===== src/rtl/shift_left_seq.sv =====
// Iterative logical-shift-left / normalise unit.
// Shifts the captured operand one bit per clock. Mode 0 shifts by a requested
// amount and reports bits lost off the MSB; mode 1 shifts until the MSB is set
// and reports how many shifts that took.
module shift_left_seq #(
  parameter int WIDTH = 8,
  parameter int SHW   = 3
) (
  input  logic             clk,
  input  logic             rst_n,
  input  logic             start,
  input  logic             mode,
  input  logic [WIDTH-1:0] A,
  input  logic [SHW-1:0]   i,
  output logic             busy,
  output logic             done,
  output logic [WIDTH-1:0] result,
  output logic [SHW-1:0]   shift_cnt,
  output logic             overflow,
  output logic             zero
);

  typedef enum logic [1:0] {
    ST_IDLE  = 2'd0,
    ST_SHIFT = 2'd1,
    ST_DONE  = 2'd2
  } state_t;

  state_t           state_r, next_state_s;
  logic [WIDTH-1:0] work_r;
  logic [SHW-1:0]   cnt_r;
  logic [SHW-1:0]   amt_r;
  logic             mode_r;
  logic             ovf_acc_r;
  logic             zero_acc_r;

  logic             accept_s;
  logic             no_shift_s;
  logic [WIDTH-1:0] shifted_s;
  logic [SHW-1:0]   cnt_inc_s;
  logic             last_shift_s;
  logic             ovf_next_s;
  logic             busy_d_s;
  logic             done_d_s;

  // Decode of the current operation: acceptance, early-out and shift-step values.
  always_comb begin
    accept_s   = start && ((state_r == ST_IDLE) || (state_r == ST_DONE));
    // A zero operand in normalise mode never gets an MSB, so it finishes at once.
    no_shift_s = mode ? (A[WIDTH-1] || (A == {WIDTH{1'b0}})) : (i == {SHW{1'b0}});
    shifted_s  = {work_r[WIDTH-2:0], 1'b0};
    cnt_inc_s  = cnt_r + {{(SHW-1){1'b0}}, 1'b1};
    // Normalise stops when the bit about to become MSB is set.
    last_shift_s = mode_r ? work_r[WIDTH-2] : (cnt_inc_s == amt_r);
    ovf_next_s   = ovf_acc_r | (~mode_r & work_r[WIDTH-1]);
  end

  // State register.
  always_ff @(posedge clk) begin
    if (!rst_n) begin
      state_r <= ST_IDLE;
    end else begin
      state_r <= next_state_s;
    end
  end

  // Next-state logic.
  always_comb begin
    next_state_s = state_r;
    case (state_r)
      ST_IDLE, ST_DONE: begin
        if (accept_s) begin
          next_state_s = no_shift_s ? ST_DONE : ST_SHIFT;
        end else begin
          next_state_s = ST_IDLE;
        end
      end
      ST_SHIFT: begin
        if (last_shift_s) begin
          next_state_s = ST_DONE;
        end else begin
          next_state_s = ST_SHIFT;
        end
      end
      default: next_state_s = ST_IDLE;
    endcase
  end

  // Handshake outputs decoded from the upcoming state so they can be registered.
  always_comb begin
    busy_d_s = 1'b0;
    done_d_s = 1'b0;
    case (next_state_s)
      ST_SHIFT: busy_d_s = 1'b1;
      ST_DONE:  done_d_s = 1'b1;
      default: begin
        busy_d_s = 1'b0;
        done_d_s = 1'b0;
      end
    endcase
  end

  // Registered busy/done handshake.
  always_ff @(posedge clk) begin
    if (!rst_n) begin
      busy <= 1'b0;
      done <= 1'b0;
    end else begin
      busy <= busy_d_s;
      done <= done_d_s;
    end
  end

  // Work datapath and result registers; results change only on DONE entry.
  always_ff @(posedge clk) begin
    if (!rst_n) begin
      work_r     <= {WIDTH{1'b0}};
      cnt_r      <= {SHW{1'b0}};
      amt_r      <= {SHW{1'b0}};
      mode_r     <= 1'b0;
      ovf_acc_r  <= 1'b0;
      zero_acc_r <= 1'b0;
      result     <= {WIDTH{1'b0}};
      shift_cnt  <= {SHW{1'b0}};
      overflow   <= 1'b0;
      zero       <= 1'b0;
    end else if (accept_s) begin
      work_r     <= A;
      cnt_r      <= {SHW{1'b0}};
      amt_r      <= i;
      mode_r     <= mode;
      ovf_acc_r  <= 1'b0;
      zero_acc_r <= (A == {WIDTH{1'b0}});
      if (no_shift_s) begin
        result    <= A;
        shift_cnt <= {SHW{1'b0}};
        overflow  <= 1'b0;
        zero      <= (A == {WIDTH{1'b0}});
      end else begin
        result    <= result;
        shift_cnt <= shift_cnt;
        overflow  <= overflow;
        zero      <= zero;
      end
    end else if (state_r == ST_SHIFT) begin
      work_r    <= shifted_s;
      cnt_r     <= cnt_inc_s;
      ovf_acc_r <= ovf_next_s;
      if (last_shift_s) begin
        result    <= shifted_s;
        shift_cnt <= cnt_inc_s;
        overflow  <= ovf_next_s;
        zero      <= zero_acc_r;
      end else begin
        result    <= result;
        shift_cnt <= shift_cnt;
        overflow  <= overflow;
        zero      <= zero;
      end
    end else begin
      work_r <= work_r;
      cnt_r  <= cnt_r;
    end
  end

endmodule

===== config.mk =====
export PLATFORM = sky130hd
export DESIGN_NAME = shift_left_seq
export DESIGN_NICKNAME = d
export VERILOG_FILES = /design/src/rtl/shift_left_seq.sv
export SDC_FILE = /design/constraint.sdc
export NUM_CORES = 1
export LEC_CHECK = 0
export CAP_MARGIN = 30
export CORE_MARGIN = 2
export CORE_UTILIZATION = 40
export CTS_CLUSTER_DIAMETER = 40
export CTS_CLUSTER_SIZE = 20
export DETAILED_ROUTE_END_ITERATION = 6
export PLACE_DENSITY = 0.61
export SLEW_MARGIN = 5
export SYNTH_ARGS = -nofsm -noshare
export SYNTH_HDL_FRONTEND = slang
export SYNTH_SLANG_ARGS = --single-unit

===== constraint.sdc =====
create_clock -name clk -period 2 [get_ports clk]
set_input_delay 0.3 -clock clk [delete_from_list [all_inputs] [get_ports clk]]
set_output_delay 0.3 -clock clk [all_outputs]
set_load 0.005 [all_outputs]

# Word-level counts from Yosys, hierarchy flattened

Cells that the tools add are included.

Word-level logic and storage cells: 61
Flip-flop bits (word level): 34
Output and inout port bits: 15

Eq/ne operators: 6
Add/subtract/negate cells: 1
Muxes and demuxes: 26
Reduce and logical (&&, ||, !) cells: 11
Bitwise gates (word level): 4

Operators with widths:

| kind                | number |
|---|---|
| $mux 8              | 6 |
| $mux 1              | 12 |
| $mux 3              | 4 |
| $logic_not 8->1     | 1 |
| $mux 2              | 3 |
| $eq 2x1->1 const B  | 2 |
| $eq 2x2->1 const B  | 2 |
| $pmux 2 s2          | 1 |
| $reduce_bool 2->1   | 2 |
| $reduce_or 2->1     | 2 |
| $add 3x1->3 const B | 1 |
| $eq 3x3->1          | 1 |
| $logic_not 3->1     | 1 |
| $reduce_and 3->1    | 1 |
| $logic_not 2->1     | 1 |
| $logic_or 1x1->1    | 2 |
| $ne 2x1->1 const B  | 1 |
| $not 1->1           | 2 |
| $and 1x1->1         | 1 |
| $logic_and 1x1->1   | 1 |
| $or 1x1->1          | 1 |

# Longest topological paths before layout

Gate-level depths: netlist of the first run.

Depth in word-level cells: 8
Depth in mapped cells: 6
Mapped depth without buffers: 5

# Worst setup path after synthesis of the first run

OpenSTA, ideal clock, no wires.

Path type: register -> register
From: register cnt_r[0]
To: register zero
Required time: 1877 ps
Clock period less this slack: 1829 ps
Stages on the path, launching flop included: 6
Arrival: 1705 ps
Setup slack: 171 ps
Buffers on the path: 0
Cells stage by stage: dfxtp_1 ha_1 xor2_1 o41ai_4 a22oi_4 mux2_1

Word-level cells in the longest chain between the ends: 5

Ends and longest elaborated chain:

| what                               | line | text |
|---|---|---|
| start: declaration                 | 31   | `logic [SHW-1:0] cnt_r;` |
| start signal: assignment           | 118  | `cnt_r <= {SHW{1'b0}};` |
| start signal: assignment           | 129  | `cnt_r <= {SHW{1'b0}};` |
| start signal: assignment           | 147  | `cnt_r <= cnt_inc_s;` |
| $add 3x1->3                        | 52   | `cnt_inc_s = cnt_r + {{(SHW-1){1'b0}}, 1'b1};` |
| net cnt_inc_s[1]                   | 40   | `logic [SHW-1:0] cnt_inc_s;` |
| $eq 3x3->1                         | 54   | `last_shift_s = mode_r ? work_r[WIDTH-2] : (cnt_inc_s == amt_r);` |
| $mux 1                             | 54   |  |
| $reduce_bool 2->1 (no source line) | --   |  |
| $reduce_and 3->1 (no source line)  | --   |  |
| end signal: assignment             | 138  | `zero <= (A == {WIDTH{1'b0}});` |
| end signal: assignment             | 143  | `zero <= zero;` |
| end signal: assignment             | 153  | `zero <= zero_acc_r;` |
| end: declaration                   | 20   | `output logic zero` |

The timed path passes the listed nets, and every way through them passes these cells.
A chain may end at the register's enable or synchronous reset.

# Final worst setup path of the first run

From: register cnt_r[0]
To: register result[3]

Word-level cells in the longest chain between the ends: 5

Ends and longest elaborated chain:

| what                               | line | text |
|---|---|---|
| $add 3x1->3                        | 52   |  |
| net cnt_inc_s[1]                   | 40   |  |
| $eq 3x3->1                         | 54   |  |
| $mux 1                             | 54   |  |
| $reduce_bool 2->1 (no source line) | --   |  |
| $reduce_and 3->1 (no source line)  | --   |  |
| end signal: assignment             | 123  | `result <= {WIDTH{1'b0}};` |
| end signal: assignment             | 140  | `result <= result;` |
| end signal: assignment             | 150  | `result <= shifted_s;` |
| end: declaration                   | 17   | `output logic [WIDTH-1:0] result,` |

The timed path passes the listed nets, and every way through them passes these cells.

==> qor.yml, run 1 <==
floorplan:
  core-area_um2: 3716
  die_w_um: 66.56
  rows: 22
  start_util: 0.4212
  io_pins: 30
  die_h_um: 66.56
  die_area_um2: 4430
yosys:
  synth-seq-cells: 34
  synth_nets: 186
  synth_top_cell_area_share: 0.4349
  synthFlopType: "dfxtp_1"
  ys_warn_count: 0
  netlist_area_um2: 1565
  syn_inst: 170
  syn_avg_cell_area_um2: 9.207
  yosysTopAreaCell: "dfxtp_1"
  synth-edff-count: 0
  synth_area_leaders: "dfxtp_1 (43%), nand2_1 (9.4%), mux2i_1 (4.5%), o211a_1 (3.2%), nor2_1 (2.6%)"
  ys_async_sr_fraction: 0
  ys_types: 39
  synth-seq-area-share: 0.4349
  synth.most_common_cell: "nand2_1"
  synth_common_cells: "nand2_1 (39), dfxtp_1 (34), nor2_1 (11)"
global_route:
  antenna_found_initial: 0
  grt_usage: 0.1756
  globalRoute.busiestLayer: "met2"
  grt_max_degree: 44
  grt_pass1_vias: 1282
  use_met1: 0.1996
  use_met2: 0.2950
  grt_use_met3: 0.04730
  grt_pass1_wl_um: 5720
  grt_overflow: 0
cells_and_area:
  area_growth_pct: 32.53
  nNetsFinal: 228
  antennaDiodeCount: 0
  drive_above_1_share: 0.1509
pwr:
  peakVddDrop_mv: 0.5192
  leakage_uw: 0.0008849
  p_total_uw: 1500
  powerDensity_nw_per_um2: 723.1
drt:
  drt_first_pass_iters: 4
  drc: 0
  via_per_inst: 5.138
  first_iter_violations: 56
  final_antenna_net_count: 0
  wl_per_cell_um: 13.05
  route.vias.total: 1336
  drt-total-wl_um: 3393
clock_tree:
  clock_sinks: 34
  h-tree-depth: 2
  cts_buffers: 5
  hold_buffers: 0
  clk_latency_ns: 0.28
  tritoncts: "built"
  post_cts_resized: 0
  cts.path.max_buffers: 2
  postCtsSetupBuffers: 0
  path_clk_slew_ns: 0.06
  clockRootBuffer: "clkbuf_8"
critical_path:
  cp_top_family: "compound AO/OA/AOI/OAI gates"
  critPathSlowestCell: "o41ai_4"
  path_max_fanout: 8
  path_class: "flip-flop to flip-flop"
  cp.required_ns: 2.16
  cp_num_buf_inv: 1
  worst_path_largest_cell_delay_ns: 0.43
  path_cells: "ha_1 -> xor2_1 -> o41ai_4 -> a22oi_4 -> buf_4 -> mux2i_1"
  startpoint_type: "flip-flop"
  cp-end-kind: "flip-flop"
  arrival_ns: 2.06
sta:
  slew_headroom: 0.7466
  tightest_slew_ns: 0.3801
  setup-tns-final_ns: 0
  fmax_ghz: 0.5285
  slew_violations: 0
  clock_skew_ns: 0.004782
  fin_crit_sh: 0.9461
  worst_slack_ns: 0.1079
  hold_viol_final: 0
  fin_hold_ws_ns: 0.4622
  rsz0062_at_grt: "no"
  setup_viol: 0
  period_minus_slack_ns: 1.892
placed_design:
  portBuffers: 29
  dp_hpwl_um: 2533
  place_ws_ns: -0.09966
  place.gp.congestion: 0.7652
min_path:
  min_path_type: "flip-flop to flip-flop"
status:
  status: "finished, final reports clean"
flow_run:
  max_cap_violations: 0
-- area by class of cell --
class / instances / area, µm²
fillers: 366 / 1642
repair buffers: 44 / 415.4
well taps: 48 / 60.06
flip-flops and latches: 34 / 680.7
clock buffers: 7 / 76.32
multi-input cells: 127 / 842.1
-- registers in the layout, indices dropped and copies added, names as in the netlist --
signal / count
overflow: 1
amt_r: 3
cnt_r: 3
busy: 1
zero: 1
zero_acc_r: 1
result: 8
ovf_acc_r: 1
shift_cnt: 3
state_r: 2
done: 1
work_r: 8
mode_r: 1
-- layout by cell type (no fill, tap or decap), types with 3 or more instances in the layout --
master	instances
mux2i_1	7
a21bo_2	4
clkbuf_8	5
o21a_1	3
a21boi_0	5
o211a_1	5
nand3_1	6
nand2_1	39
clkdlybuf4s50_1	29
nor2b_1	4
and2_1	5
nand2b_1	4
o2bb2ai_1	3
nor2_1	11
buf_4	14
dfxtp_1	34
a21oi_1	4
-- layer usage --
layer	wire length (µm)	up-vias	share of wire
li1	-	665	-
met1	1504	641	0.44
met2	1671	24	0.49
met3	136	6	0.040
met4	81	0	0.024
met5	0	-	0
-- worst register-to-register path: cells and delay by family, from the launching register on --
kind	cells	cell delay (ns)
AO/OA/AOI/OAI	2	0.60
flip-flops	1	0.32
XOR/XNOR	1	0.18
adder cells (fa/ha/maj)	1	0.34
buffers and inverters	1	0.21
multiplexers	1	0.13
-- where the power goes --
part / internal (µW) / switching, µW / total, µW / leakage [µW]
clock: 239 / 223 / 462 / 0.0000383
combinational: 158 / 138 / 295 / 0.000569
sequential: 719 / 23.3 / 742 / 0.000278
total: 1120 / 384 / 1500 / 0.000885
-- cells by family after synthesis --
| logic type | synth area share |
|---|---|
| compound gates | 0.1942 |
| xor+xnor | 0.03757 |
| fa+ha+maj | 0.007992 |
| buf+inv | 0.02717 |
| flops | 0.4349 |
| mux | 0.06635 |
| simple gates | 0.2318 |
-- worst paths after layout --
| path | cells after the start | start | end | slack (ns) |
|---|---|---|---|---|
| max | 6 | cnt_r[0]$_SDFFE_PP0P_ | result[3]$_SDFFE_PN0P_ | 0.11 |
| min | 2 | result[4]$_SDFFE_PN0P_ | result[4]$_SDFFE_PN0P_ | 0.46 |
| max reg2reg | 6 | cnt_r[0]$_SDFFE_PP0P_ | result[3]$_SDFFE_PN0P_ | 0.11 |
| min reg2reg | 2 | result[4]$_SDFFE_PN0P_ | result[4]$_SDFFE_PN0P_ | 0.46 |
-- stage by stage --
stage | cells | utilization | area (µm²)
floorplan | 170 | - | 1565
global placement | 253 | 0.5377 | 1998
detailed placement | 253 | 0.5377 | 1998
CTS | 260 | 0.5582 | 2074
global route | 260 | 0.5582 | 2074
finish | 260 | 0.5582 | 2074
Note: power is estimated with default switching activity, not from simulation.
==> run 2, diff against run 1 <==
--- a/config.mk
+++ b/config.mk
@@ -6,11 +6,13 @@
 export NUM_CORES = 1
 export LEC_CHECK = 0
 export CAP_MARGIN = 30
+export CORE_ASPECT_RATIO = 1.75
 export CORE_MARGIN = 2
 export CORE_UTILIZATION = 40
 export CTS_CLUSTER_DIAMETER = 40
 export CTS_CLUSTER_SIZE = 20
 export DETAILED_ROUTE_END_ITERATION = 6
+export GPL_TIMING_DRIVEN = 0
 export PLACE_DENSITY = 0.61
 export SLEW_MARGIN = 5
 export SYNTH_ARGS = -nofsm -noshare
==> qor.yml, run 2 (synthesized netlist as in run 1, its figures left out) <==
cells_and_area:
  top_regs: "result x8, work_r x8"
  fillers: 395  # +7.9%
  area_growth_pct: 30.70
  nNetsFinal: 225  # -1.3%
  fin_area_um2: 2046  # -1.4%
  fin_cells: 258  # -0.77%
  antennaDiodeCount: 0  # unchanged
  drive_above_1_share: 0.1238  # -0.02713
  layout_commonest_cell: "nand2_1"
  final_cell_mix: "nand2_1 (39), dfxtp_1 (33), clkdlybuf4s50_1 (29), nor2_1 (11)"
floorplan:
  die_h_um: 86.75  # +30%
  start_util: 0.4088  # -0.01239
  die_w_um: 51.29  # -23%
  rows: 30  # +36%
  die_area_um2: 4449  # +0.44%
  core-area_um2: 3829  # +3.0%
  io_pins: 30  # unchanged
pwr:
  powerDensity_nw_per_um2: 758.4  # +4.9%
  peakVddDrop_mv: 0.4767  # -8.2%
  leakage_uw: 0.0008492  # -4.0%
clock_tree:
  cts_buffers: 5  # unchanged
  hold_buffers: 0  # unchanged
  cts.path.max_buffers: 2  # unchanged
  h-tree-depth: 2  # unchanged
  clockRootBuffer: "clkbuf_8"
  clk_latency_ns: 0.29  # about the same
  clock_sinks: 34  # unchanged
  path_clk_slew_ns: 0.07  # about the same
  tritoncts: "built"
global_route:
  antenna_found_initial: 0  # unchanged
  grt_max_degree: 11  # -75%
  grt_pass1_wl_um: 6044  # +5.7%
  grt_usage: 0.1843  # +0.008736
  grt_overflow: 0  # unchanged
  grt_pass1_vias: 1287  # +0.39%
critical_path:
  arrival_ns: 2.11  # +0.05 ns
  r2r-end: "zero$_SDFFE_PN0P_"
  r2r_start: "cnt_r[0]$_SDFFE_PP0P_"
  path_class: "flip-flop to flip-flop"
  path_cells: "ha_4 -> xor3_1 -> o41ai_4 -> a22oi_4 -> mux2_1"
  cp.required_ns: 2.18  # +0.02 ns
  reg2regPathDepth: 5  # -1
  startpoint: "cnt_r[0]$_SDFFE_PP0P_"
  r2r_setup_slack_ns: 0.07  # -0.04 ns
  critPathSlowestCell: "o41ai_4"
  cp-end-kind: "flip-flop"
  worst_path_largest_cell_delay_ns: 0.49  # +0.06 ns
  startpoint_type: "flip-flop"
  path_max_fanout: 6  # -2
drt:
  drc: 0  # unchanged
  wl_per_cell_um: 14.32  # +9.7%
  route.vias.total: 1302  # -2.5%
  drt_first_pass_iters: 4  # unchanged
  first_iter_violations: 28  # -50%
  final_antenna_net_count: 0  # unchanged
  via_per_inst: 5.047  # -1.8%
  drt-total-wl_um: 3695  # +8.9%
sta:
  slew_headroom: 0.6686  # -0.07804
  setup_viol: 0  # unchanged
  period_minus_slack_ns: 1.935  # +0.04280 ns
  hold_viol_final: 0  # unchanged
  fin_crit_sh: 0.9675  # +0.02140
  slew_violations: 0  # unchanged
  fmax_ghz: 0.5168  # -2.2%
  clock_skew_ns: 0.004994  # +0.0002111 ns
  tightest_slew_ns: 0.4971  # +0.1171 ns
min_path:
  hold_path_depth: 2  # unchanged
  min_from: "result[4]$_SDFFE_PN0P_"
  min_path_type: "flip-flop to flip-flop"
  hold_end: "result[4]$_SDFFE_PN0P_"
placed_design:
  dpl-instance-area_um2: 1916  # -4.1%
  portBuffers: 29  # unchanged
  dp_hpwl_um: 2713  # +7.1%
  dp.cells: 247  # -2.4%
  place.gp.congestion: 0.8493  # +11%
flow_run:
  max_cap_violations: 0  # unchanged
status:
  status: "finished, final reports clean"
run 2: final cells by class:
type	instances	area, µm²	area share
clock inverters	1	5.005	0.002446
plain buffers	9	42.54	0.02080
repair buffers	32	312.8	0.1529
flip-flops and latches	34	684.4	0.3346
clock buffers	7	86.33	0.04220
well taps	48	60.06	0.02936
multi-input cells	127	854.6	0.4177
run 2: power breakdown:
part	internal, µW	switching (µW)	total [µW]	leakage, µW
clock	278	250	528	0.0000482
sequential	718	24.5	743	0.000278
combinational	142	140	281	0.000523
total	1140	414	1550	0.000849
run 2: metal layers:
metal | GRT usage | up-vias | share of wire | routed length [µm]
met5 | 0 | - | 0 | 0
met4 | 0.1029 | 0 | 0.038 | 142
met3 | 0.04828 | 12 | 0.030 | 111
met2 | 0.3164 | 25 | 0.52 | 1912
met1 | 0.2013 | 606 | 0.41 | 1528
li1 | - | 659 | - | -
run 2: stage by stage:
| step | worst slack, ns | setup TNS (ns) | power (µW) | hold WS (ns) | utilization |
|---|---|---|---|---|---|
| after floorplan | 0.1714 | 0 | 924.1 | 0.4369 | - |
| after global placement | -0.1627 | -1.771 | 1023 | 0.4478 | 0.5003 |
| after detailed placement | -0.1792 | -2.188 | 1030 | 0.4559 | 0.5003 |
| after CTS | 0.01029 | 0 | 1557 | 0.4640 | 0.5242 |
| after global routing | -0.01494 | -0.04473 | 1626 | 0.4816 | 0.5343 |
| final | 0.06508 | 0 | 1552 | 0.4588 | 0.5343 |
run 2: repair_timing:
item | 4_1_cts | 5_1_grt
setup endpoints to repair | 0 | 13
endpoints found under the hold margin | 0 | 0
buffers inserted | 0 | 3
gates resized for setup | 0 | 4
run 2: worst max-delay path by stage:
stage	end	slack [ns]	cells past startpoint
detailed placement	zero$_SDFFE_PN0P_	-0.18	5
floorplan	zero$_SDFFE_PN0P_	0.17	5
global placement	zero$_SDFFE_PN0P_	-0.16	5
CTS	zero$_SDFFE_PN0P_	0.01	5
finish	zero$_SDFFE_PN0P_	0.07	5
global route	result[6]$_SDFFE_PN0P_	-0.01	6
run 2: critical path, delay by kind of cell (launching register included):
family          cells  cell delay (ns)
compound gates      2             0.68
xor+xnor            1             0.27
fa+ha+maj           1             0.16
flops               1             0.38
mux                 1             0.33
==> run 3, diff against run 2 <==
==> constraint.sdc (replaced) <==
create_clock -name clk -period 2.2 [get_ports clk]
set_input_delay 0.33 -clock clk [delete_from_list [all_inputs] [get_ports clk]]
set_output_delay 0.33 -clock clk [all_outputs]
set_load 0.005 [all_outputs]
==> qor.yml, run 3 (synthesized netlist as in run 1, its figures left out) <==
pwr:
  powerDensity_nw_per_um2: 697.8  # -8.0%
  leakage_uw: 0.0008372  # -1.4%
  peakVddDrop_mv: 0.4334  # -9.1%
critical_path:
  path_cells: "ha_1 -> xor2_1 -> o41ai_4 -> a22oi_4 -> mux2_1"
  path_max_fanout: 6  # unchanged
  r2r_start: "cnt_r[0]$_SDFFE_PP0P_"
  arrival_ns: 2.15  # +0.04 ns
  worst_path_largest_cell_delay_ns: 0.47  # -0.02 ns
  r2r_setup_slack_ns: 0.22  # +0.16 ns
  reg2regPathDepth: 5  # unchanged
  cp_num_buf_inv: 0  # unchanged
  cp.required_ns: 2.38  # +0.20 ns
  cp_top_family: "compound AO/OA/AOI/OAI gates"
  r2r-end: "zero$_SDFFE_PN0P_"
  path_class: "flip-flop to flip-flop"
  startpoint_type: "flip-flop"
  critPathSlowestCell: "o41ai_4"
  cp-end-kind: "flip-flop"
cells_and_area:
  area_growth_pct: 28.22
  fillers: 399  # +1.0%
  drive_above_1_share: 0.1014  # -0.02236
  fin_util: 0.5242  # -0.01013
  layout_commonest_cell: "nand2_1"
  top_regs: "result x8, work_r x8"
  final_cell_mix: "nand2_1 (39), dfxtp_1 (34), clkdlybuf4s50_1 (29), nor2_1 (11)"
  fin_area_um2: 2007  # -1.9%
  antennaDiodeCount: 0  # unchanged
  nNetsFinal: 222  # -1.3%
sta:
  fin_crit_sh: 0.8979  # -0.06955
  hold_viol_final: 0  # unchanged
  tightest_slew_ns: 0.4906  # -0.006518 ns
  period_minus_slack_ns: 1.975  # +0.04048 ns
  rsz0062_at_grt: "no"
  slew_headroom: 0.6729  # +0.004345
  setup_viol: 0  # unchanged
  fmax_ghz: 0.5062  # -2.0%
  clock_skew_ns: 0.006259  # +0.001266 ns
  slew_violations: 0  # unchanged
global_route:
  grt_max_degree: 11  # unchanged
  grt_usage: 0.1843  # unchanged
  antenna_found_initial: 0  # unchanged
  grt_pass1_vias: 1287  # unchanged
  grt_overflow: 0  # unchanged
  grt_pass1_wl_um: 6044  # unchanged
clock_tree:
  path_clk_slew_ns: 0.07  # about the same
  hold_buffers: 0  # unchanged
  tritoncts: "built"
  cts.path.max_buffers: 2  # unchanged
  clockRootBuffer: "clkbuf_8"
  postCtsSetupBuffers: 0  # unchanged
  post_cts_resized: 0  # unchanged
  clock_sinks: 34  # unchanged
  cts_buffers: 5  # unchanged
  h-tree-depth: 2  # unchanged
  clk_latency_ns: 0.29  # about the same
floorplan:
  start_util: 0.4088  # unchanged
  core-area_um2: 3829  # unchanged
  io_pins: 30  # unchanged
  die_area_um2: 4449  # unchanged
  die_h_um: 86.75  # unchanged
  die_w_um: 51.29  # unchanged
  rows: 30  # unchanged
drt:
  final_antenna_net_count: 0  # unchanged
  drt_first_pass_iters: 4  # unchanged
  drc: 0  # unchanged
  first_iter_violations: 32  # +14%
  via_per_inst: 5.106  # +1.2%
  wl_per_cell_um: 14.29  # -0.25%
  drt-total-wl_um: 3643  # -1.4%
  route.vias.total: 1302  # unchanged
flow_run:
  max_cap_violations: 0  # unchanged
placed_design:
  dpl-instance-area_um2: 1916  # unchanged
  dp_hpwl_um: 2713  # unchanged
  place.gp.congestion: 0.8493  # unchanged
  portBuffers: 29  # unchanged
min_path:
  hold_path_depth: 2  # unchanged
  min_path_type: "flip-flop to flip-flop"
  min_from: "zero_acc_r$_SDFFE_PN0N_"
  hold_end: "zero_acc_r$_SDFFE_PN0N_"
status:
  status: "finished, final reports clean"
==> run 3: how the worst max path moves through the flow <==
stage | from | endpoint | slack, ns | cells after the start
after floorplan | cnt_r[0]$_SDFFE_PP0P_ | zero$_SDFFE_PN0P_ | 0.37 | 5
after global placement | A[7] | zero$_SDFFE_PN0P_ | 0.007 | 5
after detailed placement | A[7] | zero$_SDFFE_PN0P_ | -0.009 | 5
after CTS | cnt_r[0]$_SDFFE_PP0P_ | zero$_SDFFE_PN0P_ | 0.21 | 5
after global routing | cnt_r[0]$_SDFFE_PP0P_ | result[6]$_SDFFE_PN0P_ | 0.11 | 6
final | cnt_r[0]$_SDFFE_PP0P_ | zero$_SDFFE_PN0P_ | 0.22 | 5
==> run 3: final cells by class <==
cell class,instances,area (µm²),area share
tap,48,60.06,0.02993
sequential,34,680.7,0.3392
clock buffer,7,86.33,0.04302
timing repair buffer,29,290.3,0.1446
multi-input combinational,127,842.1,0.4196
clock inverter,1,5.005,0.002494
buffer,9,42.54,0.02120
==> run 3: per-stage QoR <==
| stage | power (µW) | hold slack (ns) | instances | setup slack, ns | TNS, ns |
|---|---|---|---|---|---|
| 6_report | 1400 | 0.4572 | 255 | 0.2246 | 0 |
| 5_1_grt | 1468 | 0.4816 | 255 | 0.1104 | 0 |
| 4_1_cts | 1415 | 0.4640 | 255 | 0.2103 | 0 |
| 3_5_place_dp | 936.1 | 0.4559 | 247 | -0.009168 | -0.01763 |
| 3_3_place_gp | 930.4 | 0.4478 | 247 | 0.007334 | 0 |
| 2_1_floorplan | 840.0 | 0.4373 | 170 | 0.3714 | 0 |
==> run 3: power by group <==
part / leakage [µW] / switching, µW / internal (µW)
Sequential: 0.000278 / 21.7 / 653
Combinational: 0.000511 / 125 / 121
Clock: 0.0000482 / 227 / 252
==> run 3: worst register-to-register path, delay by kind of cell (launching register included) <==
kind                     cells  cell delay, ns
adder cells (fa/ha/maj)      1            0.35
multiplexers                 1            0.33
XOR/XNOR                     1            0.18
AO/OA/AOI/OAI                2            0.65
flip-flops                   1            0.36
==> run 3: metal layers <==
| layer | up-vias | part of all wire | wire (µm) | GRT usage |
|---|---|---|---|---|
| met3 | 12 | 0.034 | 124 | 0.04828 |
| met5 | - | 0 | 0 | 0 |
| li1 | 652 | - | - | - |
| met4 | 0 | 0.039 | 142 | 0.1029 |
| met1 | 607 | 0.41 | 1493 | 0.2013 |
| met2 | 31 | 0.52 | 1883 | 0.3164 |
